## config.mk

```make
export PLATFORM = sky130hd
export DESIGN_NAME = pp_pipeline_accel_div_seq_21s_9s_12u_flat
export DESIGN_NICKNAME = d
export VERILOG_FILES = /design/src/rtl/pp_pipeline_accel_div_seq_21s_9s_12u_if.sv /design/src/rtl/pp_pipeline_accel_div_seq_21s_9s_12u.sv /design/src/flat_wrapper.sv
export SDC_FILE = /design/constraint.sdc
export NUM_CORES = 1
export LEC_CHECK = 0
export CAP_MARGIN = 15
export CORE_ASPECT_RATIO = 1.4
export CORE_MARGIN = 1.5
export CORE_UTILIZATION = 44
export DETAILED_ROUTE_END_ITERATION = 10
export PLACE_DENSITY = 0.65
export SYNTH_ARGS = -nofsm -noshare
export SYNTH_HDL_FRONTEND = slang
export SYNTH_SLANG_ARGS = --single-unit
```

## constraint.sdc

```tcl
create_clock -name clk -period 2.8 [get_ports clk]
set_clock_uncertainty 0.1 [all_clocks]
set_input_delay 0.28 -clock clk [delete_from_list [all_inputs] [get_ports clk]]
set_output_delay 0.28 -clock clk [all_outputs]
set_load 0.02 [all_outputs]
```

## src/rtl/pp_pipeline_accel_div_seq_21s_9s_12u_if.sv

```systemverilog
// Operand/result handshake bundle for the sequential 21s/9s->12u divider.
// master drives operands and out_ready; slave is the divider side.
interface pp_pipeline_accel_div_seq_21s_9s_12u_if #(
  parameter int DIVIDEND_W = 21,
  parameter int DIVISOR_W  = 9,
  parameter int QUOTIENT_W = 12
);
  logic                  in_valid;
  logic                  in_ready;
  logic [DIVIDEND_W-1:0] dividend;
  logic [DIVISOR_W-1:0]  divisor;
  logic                  out_valid;
  logic                  out_ready;
  logic [QUOTIENT_W-1:0] quotient;
  logic [DIVISOR_W-1:0]  remainder;
  logic                  sat;
  logic                  dz;

  modport master (
    output in_valid, dividend, divisor, out_ready,
    input  in_ready, out_valid, quotient, remainder, sat, dz
  );

  modport slave (
    input  in_valid, dividend, divisor, out_ready,
    output in_ready, out_valid, quotient, remainder, sat, dz
  );
endinterface

```

## src/rtl/pp_pipeline_accel_div_seq_21s_9s_12u.sv

```systemverilog
// Restoring radix-2 divider recovering the 12-bit unsigned operand of a 12u x 9s product.
// Result valid 22 enabled cycles after acceptance; one op in flight, result held until out_ready.
module pp_pipeline_accel_div_seq_21s_9s_12u #(
  parameter int DIVIDEND_W = 21,
  parameter int DIVISOR_W  = 9,
  parameter int QUOTIENT_W = 12
) (
  input  logic clk,
  input  logic reset_n,
  input  logic ce,
  pp_pipeline_accel_div_seq_21s_9s_12u_if.slave bus
);

  localparam int CNT_W = $clog2(DIVIDEND_W);
  localparam logic [DIVIDEND_W-1:0] QMAX =
    {{(DIVIDEND_W-QUOTIENT_W){1'b0}}, {QUOTIENT_W{1'b1}}};

  typedef enum logic [1:0] {IDLE, CALC, FIX, DONE} state_t;

  state_t                state_q, state_d;
  logic [CNT_W-1:0]      cnt_q, cnt_d;
  logic [DIVIDEND_W-1:0] dvd_q, dvd_d;
  logic [DIVIDEND_W-1:0] quo_q, quo_d;
  logic [DIVISOR_W-1:0]  dsr_q, dsr_d;
  logic [DIVISOR_W:0]    rem_q, rem_d;
  logic                  sa_q, sa_d;
  logic                  sb_q, sb_d;
  logic                  zf_q, zf_d;
  logic [QUOTIENT_W-1:0] quotient_q, quotient_d;
  logic [DIVISOR_W-1:0]  remainder_q, remainder_d;
  logic                  sat_q, sat_d;
  logic                  dz_q, dz_d;

  logic [DIVIDEND_W-1:0] dvd_abs;
  logic [DIVISOR_W-1:0]  dsr_abs;
  logic [DIVISOR_W:0]    shifted;
  logic [DIVISOR_W+1:0]  trial;
  logic [DIVISOR_W-1:0]  rem_signed;

  // Two's-complement magnitude; the most negative value maps to its unsigned magnitude.
  assign dvd_abs = bus.dividend[DIVIDEND_W-1] ? (~bus.dividend + DIVIDEND_W'(1)) : bus.dividend;
  assign dsr_abs = bus.divisor[DIVISOR_W-1]   ? (~bus.divisor  + DIVISOR_W'(1))  : bus.divisor;

  assign shifted    = {rem_q[DIVISOR_W-1:0], dvd_q[DIVIDEND_W-1]};
  assign trial      = {1'b0, shifted} - {2'b00, dsr_q};
  assign rem_signed = sa_q ? (~rem_q[DIVISOR_W-1:0] + DIVISOR_W'(1)) : rem_q[DIVISOR_W-1:0];

  assign bus.in_ready  = (state_q == IDLE);
  assign bus.out_valid = (state_q == DONE);
  assign bus.quotient  = quotient_q;
  assign bus.remainder = remainder_q;
  assign bus.sat       = sat_q;
  assign bus.dz        = dz_q;

  always_comb begin
    state_d     = state_q;
    cnt_d       = cnt_q;
    dvd_d       = dvd_q;
    quo_d       = quo_q;
    dsr_d       = dsr_q;
    rem_d       = rem_q;
    sa_d        = sa_q;
    sb_d        = sb_q;
    zf_d        = zf_q;
    quotient_d  = quotient_q;
    remainder_d = remainder_q;
    sat_d       = sat_q;
    dz_d        = dz_q;

    case (state_q)
      IDLE: begin
        if (bus.in_valid) begin
          dvd_d   = dvd_abs;
          dsr_d   = dsr_abs;
          sa_d    = bus.dividend[DIVIDEND_W-1];
          sb_d    = bus.divisor[DIVISOR_W-1];
          zf_d    = (bus.divisor == '0);
          rem_d   = '0;
          quo_d   = '0;
          cnt_d   = CNT_W'(DIVIDEND_W-1);
          state_d = CALC;
        end
      end

      CALC: begin
        dvd_d = {dvd_q[DIVIDEND_W-2:0], 1'b0};
        quo_d = {quo_q[DIVIDEND_W-2:0], ~trial[DIVISOR_W+1]};
        rem_d = trial[DIVISOR_W+1] ? shifted : trial[DIVISOR_W:0];
        if (cnt_q == '0) begin
          state_d = FIX;
        end else begin
          cnt_d = cnt_q - CNT_W'(1);
        end
      end

      FIX: begin
        dz_d        = zf_q;
        remainder_d = rem_signed;
        sat_d       = 1'b0;
        quotient_d  = quo_q[QUOTIENT_W-1:0];
        // Divide-by-zero wins over both clamps so the flag is unambiguous.
        if (zf_q) begin
          quotient_d  = QMAX[QUOTIENT_W-1:0];
          remainder_d = '0;
        end else if ((sa_q ^ sb_q) && (quo_q != '0)) begin
          quotient_d = '0;
          sat_d      = 1'b1;
        end else if (quo_q > QMAX) begin
          quotient_d = QMAX[QUOTIENT_W-1:0];
          sat_d      = 1'b1;
        end
        state_d = DONE;
      end

      DONE: begin
        if (bus.out_ready) begin
          state_d = IDLE;
        end
      end

      default: state_d = IDLE;
    endcase
  end

  always_ff @(posedge clk or negedge reset_n) begin
    if (!reset_n) begin
      state_q     <= IDLE;
      cnt_q       <= '0;
      dvd_q       <= '0;
      quo_q       <= '0;
      dsr_q       <= '0;
      rem_q       <= '0;
      sa_q        <= 1'b0;
      sb_q        <= 1'b0;
      zf_q        <= 1'b0;
      quotient_q  <= '0;
      remainder_q <= '0;
      sat_q       <= 1'b0;
      dz_q        <= 1'b0;
    end else if (ce) begin
      state_q     <= state_d;
      cnt_q       <= cnt_d;
      dvd_q       <= dvd_d;
      quo_q       <= quo_d;
      dsr_q       <= dsr_d;
      rem_q       <= rem_d;
      sa_q        <= sa_d;
      sb_q        <= sb_d;
      zf_q        <= zf_d;
      quotient_q  <= quotient_d;
      remainder_q <= remainder_d;
      sat_q       <= sat_d;
      dz_q        <= dz_d;
    end
  end

endmodule

```

## src/flat_wrapper.sv

```systemverilog
// flat-port wrapper written by rule: the top's interface ports become plain ports
module pp_pipeline_accel_div_seq_21s_9s_12u_flat 
#(
  parameter int DIVIDEND_W = 21,
  parameter int DIVISOR_W  = 9,
  parameter int QUOTIENT_W = 12
)
  (clk, reset_n, ce, bus_in_valid, bus_dividend, bus_divisor, bus_out_ready, bus_in_ready, bus_out_valid, bus_quotient, bus_remainder, bus_sat, bus_dz);
  pp_pipeline_accel_div_seq_21s_9s_12u_if #(.DIVIDEND_W(DIVIDEND_W), .DIVISOR_W(DIVISOR_W), .QUOTIENT_W(QUOTIENT_W)) bus_i ();
  input  logic clk;
  input  logic reset_n;
  input  logic ce;
  input wire logic [$bits(bus_i.in_valid)-1:0] bus_in_valid;
  input wire logic [$bits(bus_i.dividend)-1:0] bus_dividend;
  input wire logic [$bits(bus_i.divisor)-1:0] bus_divisor;
  input wire logic [$bits(bus_i.out_ready)-1:0] bus_out_ready;
  output wire logic [$bits(bus_i.in_ready)-1:0] bus_in_ready;
  output wire logic [$bits(bus_i.out_valid)-1:0] bus_out_valid;
  output wire logic [$bits(bus_i.quotient)-1:0] bus_quotient;
  output wire logic [$bits(bus_i.remainder)-1:0] bus_remainder;
  output wire logic [$bits(bus_i.sat)-1:0] bus_sat;
  output wire logic [$bits(bus_i.dz)-1:0] bus_dz;
  assign bus_i.in_valid = bus_in_valid;
  assign bus_i.dividend = bus_dividend;
  assign bus_i.divisor = bus_divisor;
  assign bus_i.out_ready = bus_out_ready;
  assign bus_in_ready = bus_i.in_ready;
  assign bus_out_valid = bus_i.out_valid;
  assign bus_quotient = bus_i.quotient;
  assign bus_remainder = bus_i.remainder;
  assign bus_sat = bus_i.sat;
  assign bus_dz = bus_i.dz;
  pp_pipeline_accel_div_seq_21s_9s_12u #(.DIVIDEND_W(DIVIDEND_W), .DIVISOR_W(DIVISOR_W), .QUOTIENT_W(QUOTIENT_W)) u_core (.clk(clk), .reset_n(reset_n), .ce(ce), .bus(bus_i));
endmodule
```

==> impl_metrics.prom, run 1 <==
# TYPE chip_impl_metric gauge
chip_impl_metric{name="drt.antenna.violating_nets",unit=""} 0
chip_impl_metric{name="synth-edff-count",unit=""} 0
chip_impl_metric{name="vias",unit=""} 4017
chip_impl_metric{name="globalplace.congestion",unit=""} 0.863
chip_impl_metric{name="grt.total_usage",unit="%"} 19.0
chip_impl_metric{name="initial_core_util",unit="%"} 45.0
chip_impl_metric{name="placed_cells",unit=""} 709
chip_impl_info{name="worst_r2r_endpoint",value="u_core.rem_q[8]"} 1
chip_impl_metric{name="via_per_inst",unit=""} 5.53
chip_impl_metric{name="synth_seq_area_share",unit="%"} 45.8
chip_impl_metric{name="tightest_hold_margin",unit="ns"} 0.377
chip_impl_metric{name="slew_headroom",unit="%"} 53.7
chip_impl_metric{name="grt_pass1_vias",unit=""} 3967
chip_impl_info{name="yosys_most_used_dff",value="dfrtp_1"} 1
chip_impl_metric{name="post_synth_inst_count",unit=""} 523
chip_impl_info{name="endpoint_kind",value="register"} 1
chip_impl_metric{name="reg2reg_setup_slack",unit="ns"} 0.26
chip_impl_metric{name="syn_avg_cell_area",unit="um2"} 9.72
chip_impl_metric{name="synthesis.yosys.warnings",unit=""} 0
chip_impl_metric{name="tritoncts_num_sinks",unit=""} 93
chip_impl_metric{name="timing_hold_violations_final",unit=""} 0
chip_impl_metric{name="critical_path_arrival",unit="ns"} 2.66
chip_impl_info{name="startpoint_type",value="register"} 1
chip_impl_metric{name="worst_reg2reg_path_length_in_cells",unit=""} 9
chip_impl_metric{name="power.leakage",unit="nW"} 2.70
chip_impl_metric{name="tightestPinTransition",unit="ns"} 0.693
chip_impl_metric{name="count_of_final_setup_violators",unit=""} 0
chip_impl_metric{name="vdd_drop_max",unit="mV"} 0.480
chip_impl_info{name="timing.critical_path.cells",value="inv_1 -> ha_1 -> inv_1 -> fa_1 -> a21o_1 -> a221oi_4 -> o21bai_1 -> or3_1 -> a32o_1"} 1
chip_impl_info{name="worstHoldPathType",value="reg2reg"} 1
chip_impl_metric{name="synth_area",unit="um2"} 5080
chip_impl_metric{name="drt_pass1_iterations",unit=""} 4
chip_impl_metric{name="cts-buffers-inserted",unit=""} 9
chip_impl_metric{name="maxCapViolations",unit=""} 0
chip_impl_metric{name="grt-ovfl-total",unit=""} 0
chip_impl_metric{name="core_area",unit="um2"} 11300
chip_impl_metric{name="layout_worst_path_cycle_share",unit="%"} 90.6
chip_impl_info{name="rsz0062_at_grt",value="false"} 1
chip_impl_metric{name="rows",unit=""} 46
chip_impl_metric{name="total_power",unit="mW"} 6.53
chip_impl_info{name="path_common_cell",value="inv_1"} 1
chip_impl_metric{name="htree_num_levels",unit=""} 3
chip_impl_metric{name="drt_iter0_markers",unit=""} 211
chip_impl_metric{name="die-height",unit="um"} 130
chip_impl_metric{name="critPathMaxFanout",unit=""} 4
chip_impl_metric{name="synth_cell_type_count",unit=""} 58
chip_impl_info{name="status",value="finished clean"} 1
chip_impl_metric{name="worst_skew_pair_later_pin_latency",unit="ns"} 0.34
chip_impl_metric{name="avgRoutedWirePerCell",unit="um"} 14.9
chip_impl_info{name="cpLargestDelayFamily",value="compound AO/OA/AOI/OAI gates"} 1
chip_impl_metric{name="post_layout_nonfiller_instances",unit=""} 726
chip_impl_info{name="reg2reg_from",value="u_core.dvd_q[20]"} 1
chip_impl_metric{name="timing_max_transition_violations_final",unit=""} 0
chip_impl_metric{name="finalWirelength",unit="um"} 10800
chip_impl_metric{name="postCtsSetupBuffers",unit=""} 0
chip_impl_metric{name="detailedPlacementHpwl",unit="um"} 8030
chip_impl_metric{name="clk_pin_slew_worst_paths",unit="ns"} 0.07
chip_impl_info{name="criticalPathCategory",value="reg2reg"} 1
chip_impl_metric{name="cts-root-to-sink-buffers",unit=""} 2
chip_impl_metric{name="final_layout_size_suffix_gt1_share",unit="%"} 7.22
chip_impl_metric{name="antenna_violations_before_repair",unit=""} 0
chip_impl_metric{name="max_freq",unit="GHz"} 0.394
chip_impl_metric{name="grt_max_degree",unit=""} 54
chip_impl_metric{name="die_width",unit="um"} 93.8
chip_impl_info{name="timing.hold.worst.start",value="u_core.bus.remainder[2]"} 1
chip_impl_metric{name="synth-seq-cells",unit=""} 93
chip_impl_metric{name="min_period",unit="ns"} 2.54
chip_impl_metric{name="critical_path.max_stage_delay",unit="ns"} 0.40
chip_impl_metric{name="worst-endpoint-required",unit="ns"} 2.93
chip_impl_metric{name="drc",unit=""} 0
chip_impl_metric{name="async_flop_share",unit="%"} 100
chip_impl_metric{name="syn-num-nets",unit=""} 577
chip_impl_metric{name="io_buffer_count",unit=""} 59
chip_impl_metric{name="die_area",unit="um2"} 12200
chip_impl_info{name="crit_path_top_delay_cell",value="fa_1"} 1
chip_impl_metric{name="p_per_area",unit="nW/um2"} 1060
chip_impl_metric{name="finish.net_count",unit=""} 631
chip_impl_metric{name="fin_setup_tns",unit="ns"} 0
chip_impl_metric{name="grt_first_pass_wirelength",unit="um"} 18600
chip_impl_metric{name="path_buf_inv",unit=""} 2
chip_impl_metric{name="io-pin-count",unit=""} 60
chip_impl_info{name="cts_root_buf",value="clkbuf_16"} 1
chip_impl_info{name="min_delay_worst_endpoint",value="u_core.bus.remainder[2]"} 1
chip_impl_info{name="tritoncts",value="yes"} 1
chip_impl_metric{name="timing.hold.worst_path_depth",unit=""} 2
chip_impl_metric{name="synthToLayoutAreaGrowth",unit="%"} 21.2
chip_impl_metric{name="num_antenna_cells",unit=""} 0
[how the worst max path moves through the flow]
stage	from	to	slack, ns	cells past startpoint
finish	u_core.dvd_q[20]	u_core.rem_q[8]	0.26	9
global route	u_core.dvd_q[20]	u_core.rem_q[8]	0.13	9
CTS	u_core.dvd_q[20]	u_core.rem_q[8]	0.27	9
detailed placement	u_core.dvd_q[20]	u_core.rem_q[8]	0.28	9
global placement	u_core.dvd_q[20]	u_core.rem_q[8]	0.33	9
floorplan	u_core.dvd_q[20]	u_core.rem_q[8]	0.42	9
[logic make-up (layout without fill, tap and decap cells)]
family,after synthesis,in the layout,share of synthesized area (%)
simple gates,155,155,15.4
flops,93,93,45.8
mux,18,18,3.67
compound gates,148,148,19.7
buf+inv,50,109,3.74
fa+ha+maj,19,19,4.83
xor+xnor,40,40,6.89
[cells in the mapped netlist, types with 3 or more instances]
cell type / n / share of area, %
a22o_1: 20 / 3.4
xnor2_1: 13 / 2.2
inv_1: 23 / 1.7
nor4_1: 4 / 0.49
dfrtp_1: 93 / 46
nor2b_1: 4 / 0.49
nand2_1: 66 / 4.9
a21o_1: 4 / 0.59
o41ai_1: 4 / 0.69
or4_1: 3 / 0.44
nor2_1: 22 / 1.6
a21oi_1: 20 / 2.0
ha_1: 18 / 4.4
nand2b_1: 4 / 0.49
mux2_2: 5 / 1.1
or3_1: 5 / 0.62
clkbuf_1: 24 / 1.8
xor2_1: 27 / 4.7
mux2i_1: 13 / 2.6
o31ai_1: 16 / 2.4
o211ai_1: 11 / 1.6
nand3_1: 21 / 2.1
nor3_1: 5 / 0.49
o21ai_0: 53 / 5.2
[worst register-to-register path, delay by kind of cell, from the launching register on]
family          cells  cell delay [ns]
compound gates      4             0.97
fa+ha+maj           2             0.55
flops               1             0.38
simple gates        1             0.32
buf+inv             2             0.12
[sequential cells by signal, summed over array words and instances, names as in the netlist]
signal and flops:
u_core.dvd_q 21, u_core.quo_q 21, u_core.bus.quotient 12, u_core.bus.remainder 9, u_core.dsr_q 9, u_core.rem_q 9, u_core.cnt_q 5, u_core.state_q 2
u_core.bus.dz 1, u_core.bus.sat 1, u_core.sa_q 1, u_core.sb_q 1, u_core.zf_q 1
[layout by cell type (no fill, tap or decap), drive strengths merged, types with 6 or more instances in the layout]
cell	instances
inv	27
nor4	6
clkdlybuf4s50	58
nand3	21
o211ai	11
xnor2	13
a22o	20
mux2i	13
o21ai	54
clkbuf	10
ha	18
nor2	22
dfrtp	93
nand2	66
o31ai	16
buf	11
xor2	27
a21oi	20
[stage by stage]
step,area [um2],worst slack [ns],utilization [%]
detailed placement,5830,0.278,51.7
finish,6160,0.264,54.6
global placement,5830,0.328,51.7
global route,6160,0.133,54.6
CTS,6160,0.267,54.6
floorplan,5080,0.417,-
[report_power, final]
part           switching, mW  internal [mW]
sequential             0.373           1.84
clock                  0.538          0.734
combinational           1.69           1.36
[cell type report]
class	count	area, um2
fillers	1085	5120
clock buffers	10	239
well taps	144	180
flip-flops and latches	93	2330
clock inverters	6	76.3
repair buffers	70	686
multi-input cells	380	2560
inverters	23	86.3
[metal layers]
layer	track usage (%)	part of all wire (%)	vias to the layer above	routed length, um
met4	5.79	1.5	0	162
met2	33.6	52	80	5570
met5	0	0	-	0
met3	3.85	3.8	12	415
met1	23.3	43	1947	4660
li1	-	-	1978	-
[what timing repair did]
item,CTS,global route
endpoints found under the hold margin,52,0
hold buffers,1,0
gates resized for setup,0,0
No activity file was read; power rests on OpenSTA's default activity.
==> run 2, diff against run 1 <==
--- a/config.mk
+++ b/config.mk
@@ -10,7 +10,7 @@
 export CORE_MARGIN = 1.5
 export CORE_UTILIZATION = 44
 export DETAILED_ROUTE_END_ITERATION = 10
-export PLACE_DENSITY = 0.65
+export PLACE_DENSITY = 0.7
 export SYNTH_ARGS = -nofsm -noshare
 export SYNTH_HDL_FRONTEND = slang
 export SYNTH_SLANG_ARGS = --single-unit
==> impl_metrics.prom, run 2 (synthesis gave the netlist of run 1 again) <==
# TYPE chip_impl_metric gauge
chip_impl_metric{name="reg2reg_setup_slack",unit="ns"} 0.23
chip_impl_metric{name="core_area",unit="um2"} 11300
chip_impl_metric{name="io-pin-count",unit=""} 60
chip_impl_info{name="worstHoldPathType",value="reg2reg"} 1
chip_impl_metric{name="vias",unit=""} 4097
chip_impl_info{name="worst_r2r_endpoint",value="u_core.rem_q[8]"} 1
chip_impl_metric{name="clk_pin_slew_worst_paths",unit="ns"} 0.07
chip_impl_metric{name="rows",unit=""} 46
chip_impl_metric{name="timing.hold.worst_path_depth",unit=""} 2
chip_impl_info{name="layout_commonest_cell",value="dfrtp_1"} 1
chip_impl_metric{name="postCtsSetupBuffers",unit=""} 0
chip_impl_metric{name="fin_setup_tns",unit="ns"} 0
chip_impl_info{name="tritoncts",value="yes"} 1
chip_impl_info{name="cts_root_buf",value="clkbuf_16"} 1
chip_impl_metric{name="timing_max_transition_violations_final",unit=""} 0
chip_impl_info{name="final_cell_mix",value="dfrtp_1 (93), nand2_1 (66), clkdlybuf4s50_1 (58), o21ai_0 (53), xor2_1 (27)"} 1
chip_impl_info{name="timing.hold.worst.start",value="u_core.bus.dz"} 1
chip_impl_metric{name="slew_headroom",unit="%"} 45.2
chip_impl_metric{name="power.leakage",unit="nW"} 2.68
chip_impl_metric{name="cts-buffers-inserted",unit=""} 9
chip_impl_info{name="reg2reg_from",value="u_core.dvd_q[20]"} 1
chip_impl_metric{name="via_per_inst",unit=""} 5.63
chip_impl_metric{name="post_cts_resized",unit=""} 0
chip_impl_info{name="rsz0062_at_grt",value="false"} 1
chip_impl_metric{name="grt_pass1_vias",unit=""} 4084
chip_impl_metric{name="drt_pass1_iterations",unit=""} 4
chip_impl_metric{name="die-height",unit="um"} 130
chip_impl_metric{name="maxCapViolations",unit=""} 0
chip_impl_metric{name="antenna_violations_before_repair",unit=""} 1
chip_impl_metric{name="total_power",unit="mW"} 6.45
chip_impl_metric{name="finish.net_count",unit=""} 633
chip_impl_metric{name="avgRoutedWirePerCell",unit="um"} 15.2
chip_impl_metric{name="htree_num_levels",unit=""} 3
chip_impl_metric{name="met2_wirelength",unit="um"} 5650
chip_impl_metric{name="worst-endpoint-required",unit="ns"} 2.92
chip_impl_metric{name="io_buffer_count",unit=""} 59
chip_impl_metric{name="worst_skew_pair_later_pin_latency",unit="ns"} 0.34
chip_impl_metric{name="max_freq",unit="GHz"} 0.390
chip_impl_metric{name="filler_cell_count",unit=""} 1030
chip_impl_metric{name="globalplace.congestion",unit=""} 0.842
chip_impl_info{name="min_delay_worst_endpoint",value="u_core.bus.dz"} 1
chip_impl_metric{name="worst_reg2reg_path_length_in_cells",unit=""} 9
chip_impl_metric{name="finalWirelength",unit="um"} 11000
chip_impl_metric{name="grt-ovfl-total",unit=""} 0
chip_impl_metric{name="die_width",unit="um"} 93.8
chip_impl_metric{name="timing_hold_violations_final",unit=""} 0
chip_impl_metric{name="final_layout_size_suffix_gt1_share",unit="%"} 7.36
chip_impl_metric{name="layout_worst_path_cycle_share",unit="%"} 91.7
chip_impl_metric{name="cts-root-to-sink-buffers",unit=""} 2
chip_impl_info{name="status",value="finished clean"} 1
chip_impl_info{name="top_signal_layer_used",value="met5"} 1
chip_impl_metric{name="detailedPlacementHpwl",unit="um"} 8080
chip_impl_info{name="endpoint_kind",value="register"} 1
chip_impl_info{name="startpoint_type",value="register"} 1
chip_impl_metric{name="die_area",unit="um2"} 12200
chip_impl_metric{name="tightestPinTransition",unit="ns"} 0.819
chip_impl_metric{name="grt_max_degree",unit=""} 48
chip_impl_metric{name="initial_core_util",unit="%"} 45.0
chip_impl_metric{name="p_per_area",unit="nW/um2"} 1050
chip_impl_metric{name="cts.hold.buffers_added",unit=""} 1
chip_impl_metric{name="grt.total_usage",unit="%"} 19.8
chip_impl_metric{name="min_period",unit="ns"} 2.57
chip_impl_metric{name="met3WireLength",unit="um"} 376
chip_impl_info{name="criticalPathCategory",value="reg2reg"} 1
chip_impl_metric{name="num_antenna_cells",unit=""} 0
chip_impl_metric{name="count_of_final_setup_violators",unit=""} 0
chip_impl_metric{name="critical_path_arrival",unit="ns"} 2.69
chip_impl_metric{name="critPathMaxFanout",unit=""} 4
chip_impl_metric{name="drc",unit=""} 0
chip_impl_metric{name="detail_route.wirelength.met1",unit="um"} 4800
chip_impl_metric{name="drt.antenna.violating_nets",unit=""} 0
chip_impl_metric{name="drt_iter0_markers",unit=""} 145
chip_impl_metric{name="vdd_drop_max",unit="mV"} 0.421
chip_impl_metric{name="grt_first_pass_wirelength",unit="um"} 19200
chip_impl_metric{name="synthToLayoutAreaGrowth",unit="%"} 20.6
chip_impl_metric{name="tritoncts_num_sinks",unit=""} 93
==> run 2: cell types whose count changed in the layout (fill, tap and decap cells not counted) <==
cell and change:
bufinv_16 -1, buf_12 -1, buf_4 +3, clkinvlp_4 +1
clkbuf_8 -1, clkbuf_1 +1
==> run 2: critical path, stage by stage (launching register included) <==
cell	delay, ns
dfrtp_1	0.38
inv_1	0.08
ha_1	0.15
inv_1	0.05
fa_1	0.40
a21o_1	0.22
a221oi_4	0.35
o21bai_1	0.13
or3_1	0.33
a32o_1	0.26
==> run 2: power breakdown <==
group / internal [mW] / total [mW] / switching (mW)
clock: 0.620 / 1.16 / 0.544
combinational: 1.36 / 3.07 / 1.71
sequential: 1.84 / 2.22 / 0.383
total: 3.82 / 6.45 / 2.63
==> run 2: layout make-up <==
type,instances,area (um2),share of cell area (%)
Sequential cell,93,2330,38.0
Multi-Input combinational cell,380,2560,41.8
Clock inverter,6,53.8,0.878
Tap cell,144,180,2.94
Clock buffer,10,229,3.74
Inverter,23,86.3,1.41
Timing Repair Buffer,72,688,11.2
==> run 2: metal layers <==
metal / vias to the layer above / GRT usage, %
met5: - / 0
met4: 2 / 7.73
met3: 19 / 3.61
met2: 93 / 34.4
met1: 1992 / 24.3
li1: 1991 / -
==> run 2: per-stage QoR <==
stage | utilization, % | hold WS, ns | std cells | instance area, um2 | worst slack [ns]
2_1_floorplan | - | -0.116 | 523 | 5080 | 0.417
3_5_place_dp | 51.7 | 0.227 | 711 | 5840 | 0.276
5_1_grt | 54.3 | 0.419 | 728 | 6130 | 0.131
4_1_cts | 54.3 | 0.382 | 728 | 6130 | 0.250
3_3_place_gp | 51.7 | 0.228 | 711 | 5840 | 0.328
6_report | 54.3 | 0.376 | 728 | 6130 | 0.233
==> run 2: worst max-delay path by stage <==
| stage | from | to | slack [ns] | depth (start not counted) |
|---|---|---|---|---|
| after floorplan | u_core.dvd_q[20] | u_core.rem_q[8] | 0.42 | 9 |
| after global placement | u_core.dvd_q[20] | u_core.rem_q[8] | 0.33 | 9 |
| after detailed placement | u_core.dvd_q[20] | u_core.rem_q[8] | 0.28 | 9 |
| after CTS | u_core.dvd_q[20] | u_core.rem_q[8] | 0.25 | 9 |
| after global routing | u_core.dvd_q[20] | u_core.rem_q[8] | 0.13 | 9 |
| final | u_core.dvd_q[20] | u_core.rem_q[8] | 0.23 | 9 |
